===== src/rtl/seg_scan_2d.sv =====
// Two-digit 7-segment scan multiplexer: per-frame input capture, digit
// time-multiplexing onto one segment bus, and blanking dead-time at each switch.
module seg_scan_2d #(
  parameter int REFRESH_DIV  = 1000,
  parameter int BLANK_CYC    = 16,
  parameter int COMMON_ANODE = 0
) (
  input  logic       clk,
  input  logic       rst_n,
  input  logic       ena,
  input  logic [6:0] seg_left,
  input  logic [6:0] seg_right,
  output logic [6:0] seg_out,
  output logic [1:0] dig_en,
  output logic       frame_tick
);

  localparam int CW = (REFRESH_DIV > 2) ? $clog2(REFRESH_DIV) : 1;
  localparam logic [CW-1:0] CNT_LAST  = CW'(REFRESH_DIV - 1);
  localparam logic [CW-1:0] BLANK_END = CW'(BLANK_CYC);
  localparam logic          INV       = (COMMON_ANODE != 0);

  typedef enum logic {
    SLOT_RIGHT = 1'b0,
    SLOT_LEFT  = 1'b1
  } slot_e;

  logic [CW-1:0] cnt_q, cnt_d;
  slot_e         slot_q, slot_d;
  logic [6:0]    shad_l_q, shad_l_d;
  logic [6:0]    shad_r_q, shad_r_d;
  logic [6:0]    seg_q, seg_d;
  logic [1:0]    dig_q, dig_d;
  logic          tick_q, tick_d;
  logic          cap;
  logic [6:0]    seg_raw;
  logic [1:0]    dig_raw;

  assign cap = ena && (cnt_q == '0) && (slot_q == SLOT_RIGHT);

  always_comb begin
    cnt_d    = cnt_q;
    slot_d   = slot_q;
    shad_l_d = shad_l_q;
    shad_r_d = shad_r_q;
    tick_d   = cap;
    if (ena) begin
      if (cnt_q == CNT_LAST) begin
        cnt_d  = '0;
        slot_d = (slot_q == SLOT_RIGHT) ? SLOT_LEFT : SLOT_RIGHT;
      end else begin
        cnt_d = cnt_q + 1'b1;
      end
    end
    if (cap) begin
      shad_l_d = seg_left;
      shad_r_d = seg_right;
    end
  end

  // Output select uses pre-update state; capture cycle is always in dead-time.
  always_comb begin
    seg_raw = 7'h00;
    dig_raw = 2'b00;
    if (ena && (cnt_q >= BLANK_END)) begin
      if (slot_q == SLOT_RIGHT) begin
        seg_raw = shad_r_q;
        dig_raw = 2'b01;
      end else begin
        seg_raw = shad_l_q;
        dig_raw = 2'b10;
      end
    end
    seg_d = seg_raw ^ {7{INV}};
    dig_d = dig_raw ^ {2{INV}};
  end

  always_ff @(posedge clk) begin
    if (!rst_n) begin
      cnt_q    <= '0;
      slot_q   <= SLOT_RIGHT;
      shad_l_q <= 7'h00;
      shad_r_q <= 7'h00;
      seg_q    <= {7{INV}};
      dig_q    <= {2{INV}};
      tick_q   <= 1'b0;
    end else begin
      cnt_q    <= cnt_d;
      slot_q   <= slot_d;
      shad_l_q <= shad_l_d;
      shad_r_q <= shad_r_d;
      seg_q    <= seg_d;
      dig_q    <= dig_d;
      tick_q   <= tick_d;
    end
  end

  assign seg_out    = seg_q;
  assign dig_en     = dig_q;
  assign frame_tick = tick_q;

endmodule

===== config.mk =====
export PLATFORM = sky130hd
export DESIGN_NAME = seg_scan_2d
export DESIGN_NICKNAME = d
export VERILOG_FILES = /design/src/rtl/seg_scan_2d.sv
export SDC_FILE = /design/constraint.sdc
export NUM_CORES = 1
export LEC_CHECK = 0
export BUFFER_PORTS_ARGS = -buffer_cell sky130_fd_sc_hd__clkbuf_2
export CAP_MARGIN = 20
export CORE_ASPECT_RATIO = 0.5
export CORE_MARGIN = 2
export CORE_UTILIZATION = 30
export DETAILED_ROUTE_END_ITERATION = 6
export SETUP_SLACK_MARGIN = 0.4
export SLEW_MARGIN = 20
export SYNTH_ARGS = -nofsm -noshare
export SYNTH_HDL_FRONTEND = slang
export SYNTH_SLANG_ARGS = --single-unit

===== constraint.sdc =====
create_clock -name clk -period 3.6 [get_ports clk]
set_input_delay 0.36 -clock clk [delete_from_list [all_inputs] [get_ports clk]]
set_output_delay 0.36 -clock clk [all_outputs]
set_load 0.005 [all_outputs]

# --- Yosys cells after proc, flatten, opt, wreduce, memory -nomap -nowiden ---
# Index checks and enable logic that the tools add are counted.
word_totals:
  register_bits: 35
  inputBits: 17
  output_inout_bits: 10
  word_cells: 21
classes:
  n_addsub: 1
  n_lt_le_gt_ge: 1
  eq_ne: 1
  muxes: 4
  bitwise: 1
  reduce_logical: 6
op_table:
  columns: ["operator", "count"]
  rows:
  - ["adder 10 x 1 -> 10 bit (second input constant)", 1]
  - ["== test 10 bit (second input constant)", 1]
  - ["greater-or-equal comparator 10 x 5 -> 1 bit (second input constant)", 1]
  - ["logical NOT 10 bit", 1]
  - ["two-way mux 10 bit", 1]
  - ["two-way mux 7 bit", 1]
  - ["AND reduction 2 bit", 2]
  - ["logical AND 1 bit", 3]
  - ["two-way mux 2 bit", 1]
  - ["two-way mux 1 bit", 1]
  - ["inverter 1 bit", 1]

# --- Depth between registers and ports, before layout ---
depth:
  depth_word: 3
  ltp_mapped: 8
  mapped_depth_nobuf: 6

# --- Least setup slack after synthesis ---
# Ideal clock, no wire load.
synth_timing:
  path_type: "reg-to-reg"
  start: "reg cnt_q[0]"
  end: "reg cnt_q[9]"
  setup_time_ps: 122
  t_arrival_ps: 1278
  required_ps: 3478
  path_slack_ps: 2200
  path_stages_with_launch: 5
  n_path_buf: 0
  synth_period_minus_slack_ps: 1400
  cell_sequence: "dfxtp_1 > ha_1 > and4bb_2 > a21oi_2 > a311o_1"
synth_via:
  elab_chain_cells: 2
  elab_cells_between_ends: 3
  cone_classes: "add/sub: 1; eq/ne: 1; mux: 1"
synth_lines:
  columns: ["item", "line", "text"]
  rows:
  - ["start, declared", "28", "logic [CW-1:0] cnt_q, cnt_d;"]
  - ["start signal, assigned", "88", "cnt_q <= cnt_d;"]
  - ["adder 10 x 1 -> 10 bit or == test 10 bit (tied branches)", "52, 48", null]
  - ["two-way mux 10 bit *", "48", "if (cnt_q == CNT_LAST) begin"]
# Every way passes the cells marked *; elsewhere a longest branch is shown, timed or not.
# A chain may end at the register's enable or synchronous reset.

# --- Final worst setup path ---
layout_timing:
  start: "reg cnt_q[0]"
  end: "reg shad_l_q[6]"
layout_via:
  elab_chain_cells: 3
layout_lines:
  columns: ["item", "line", "text"]
  rows:
  - ["logical NOT 10 bit", "39", "assign cap = ena && (cnt_q == '0) && (slot_q == SLOT_RIGHT);"]
  - ["logical AND 1 bit (2 in a row)", "39", null]
  - ["end signal, assigned", "90", "shad_l_q <= shad_l_d;"]
  - ["end, declared", "30", "logic [6:0] shad_l_q, shad_l_d;"]
# No other way between the ends.

==> metrics.yaml <==
layout:
  fin_nets: 200
  layout_commonest_cell: "dfxtp_1"
  utilization: 0.387
  syn_to_final_growth_pct: 20.3
  diodes: 0
  drive_gt1_frac: 0.269
  layout_common_cells: "dfxtp_1 (35), clkbuf_2 (26), nor2_1 (21)"
  final_cells: 248
placed_design:
  hpwl_microns: 1970
  place_ws_ps: 1920
  port_buffers: 26
  routabilityCongestion: 0.700
  dp_cells: 240
timing:
  setup_slack_ps: 2030
  finalCriticalPeriod_ps: 1570
  clock.fmax_mhz: 636
  maxSlewHeadroom: 0.553
  hold_viol: 0
  drv_slew: 0
  rsz0062_at_grt: "false"
  tightest_slew_ps: 670
  setup_viol: 0
  fin_crit_sh: 0.437
  tns_ps: 0
  hold_slack_ps: 288
  fin_worst_skew_ps: 2.91
die:
  die_h_microns: 53.3
  ios: 27
  die_area_sq_mm: 0.00546
  initial_core_util: 0.321
  core_sq_mm: 0.00453
  row_count: 17
  fp.dieW_microns: 103
yosys:
  netlist-cell-type-count: 33
  ys_async_sr_fraction: 0
  synth_area_leaders: "dfxtp_1 (48%), mux2i_1 (5.5%), nand3_1 (5.5%)"
  synthCells: 157
  syn_area_sq_mm: 0.00146
  synth_edf_count: 0
  yosysWarnings: 0
  yosysTopAreaCell: "dfxtp_1"
  synth_seq_cells: 35
  synth_top_area_frac: 0.481
  syn_area_per_cell_sq_um: 9.28
  yosysSeqAreaShare: 0.481
  ys.flop_type: "dfxtp_1"
  syn_nets: 176
worst_setup_path:
  crit_required_ps: 3810
  timing.rr.start: "cnt_q[0]"
  path_class: "flip-flop to flip-flop"
  path_delay_family: "flip-flops"
  path_buf_inv: 2
  arrival_ps: 1790
  critPathCaptureType: "flip-flop"
  cp_slowest_cell: "dfxtp_1"
  startpoint_type: "flip-flop"
  crit_fanout: 29
  worstSetupStartpoint: "cnt_q[0]"
  cpPeakStageDelay_ps: 410
  crit_chain: "inv_1 > ha_1 > and4bb_1 > nand4_1 > buf_4 > nand3_1 > o21ai_1"
route:
  via_per_inst: 4.55
  final_antenna_net_count: 0
  drc: 0
  drt-pass1-iter-count: 4
  wl_per_cell_microns: 11.3
  num_vias: 1129
  routed_wl_microns: 2810
  drtIter0Drc: 37
pwr:
  peakVddDrop_mv: 0.170
  p_sw_frac: 0.208
  p_clk_frac: 0.466
  p_seq_frac: 0.464
  intPower_mw: 0.705
  netSwitchingPower_mw: 0.185
  cellLeakagePower_nw: 0.693
  powerDensity_mw_per_mm2: 508
  comb_power_share: 0.070
clock_tree:
  clock_latency_ps: 280
  clock_sinks: 35
  clock_path_buffers: 2
  cts.htree.levels: 2
  cts-resized-gates: 0
  tritoncts: "yes"
  cts_root_buffer: "clkbuf_8"
  clk_pin_slew_worst_paths_ps: 70
  cts_setup_buffers: 0
  numCtsBuffers: 5
  holdBufCountCts: 0
status:
  outcome: "complete, no violations"
global_route:
  grt_overflow_total: 0
  grt_max_degree: 36
  antenna_found_initial: 0
  grt_pass1_wl_microns: 4600
  grt_pass1_vias: 1048
  grt_use_total: 0.115
worst_hold_path:
  hold_class: "input pin to flip-flop"
  min_from: "seg_right[6]"
job:
  drv_cap: 0
-- routing by layer --
layer  vias up  routed length (microns)  track usage
met5         -                        0            0
met4         0                       27       0.0556
met3         2                      178       0.0476
met2        23                     1250        0.187
met1       517                     1350        0.132
li1        587                        -            -
-- worst paths after layout --
check	slack [ps]	cells past startpoint	endpoint
max	2030	7	shad_l_q[6]
min	290	3	shad_r_q[6]
max reg2reg	2030	7	shad_l_q[6]
min reg2reg	460	2	shad_r_q[0]
-- kinds of logic after synthesis --
group,Yosys count,share of synthesized area
DFF,35,0.481
AOI/OAI and AO/OA,21,0.0979
muxes,8,0.0550
xor gates and xnor gates,7,0.0421
and+or+nand+nor,70,0.257
adders and majority gates,2,0.0172
buffers and inverters,14,0.0498
-- cell usage after synthesis (2+ instances only) --
| cell type | instances |
|---|---|
| buf_2 | 4 |
| buf_4 | 2 |
| clkbuf_1 | 3 |
| dfxtp_1 | 35 |
| ha_1 | 2 |
| inv_1 | 4 |
| mux2i_1 | 8 |
| nand2_1 | 18 |
| nand3_1 | 16 |
| nand3_2 | 5 |
| nor2_1 | 21 |
| o21ai_1 | 9 |
| o21ai_2 | 5 |
| xnor2_1 | 3 |
| xor2_1 | 4 |
-- power by group through the flow --
stage               Sequential [mW]  Clock [mW]  Combinational (mW)
detailed placement            0.422           0              0.0625
finish                        0.413       0.415              0.0620
CTS                           0.413       0.426              0.0629
global route                  0.415       0.440              0.0717
floorplan                     0.420           0              0.0500
global placement              0.422           0              0.0614
-- registers in the layout (all words and copies together) (netlist names) --
name        count
slot_q          1
frame_tick      1
shad_l_q        7
dig_en          2
shad_r_q        7
seg_out         7
cnt_q          10
-- tightest hold or removal path, delay by kind of cell --
| kind | cells | cell delay, ps |
|---|---|---|
| AO/OA/AOI/OAI | 1 | 40 |
| AND/OR/NAND/NOR | 1 | 40 |
| buffers and inverters | 1 | 80 |
-- per-stage QoR --
stage / total power, mW / area (sq um)
after floorplan: 0.470 / 1460
after global placement: 0.483 / 1620
after detailed placement: 0.485 / 1620
after CTS: 0.902 / 1750
after global routing: 0.927 / 1750
final: 0.890 / 1750
-- final cells by class --
cell class                      instances  area [sq um]
Clock buffer                            6          72.6
Clock inverter                          2          60.1
Fill cell                             458          2780
Inverter                                4          15.0
Multi-Input combinational cell        108           683
Sequential cell                        35           701
Tap cell                               66          82.6
Timing Repair Buffer                   27           138
No activity file was read; power rests on OpenSTA's default activity.
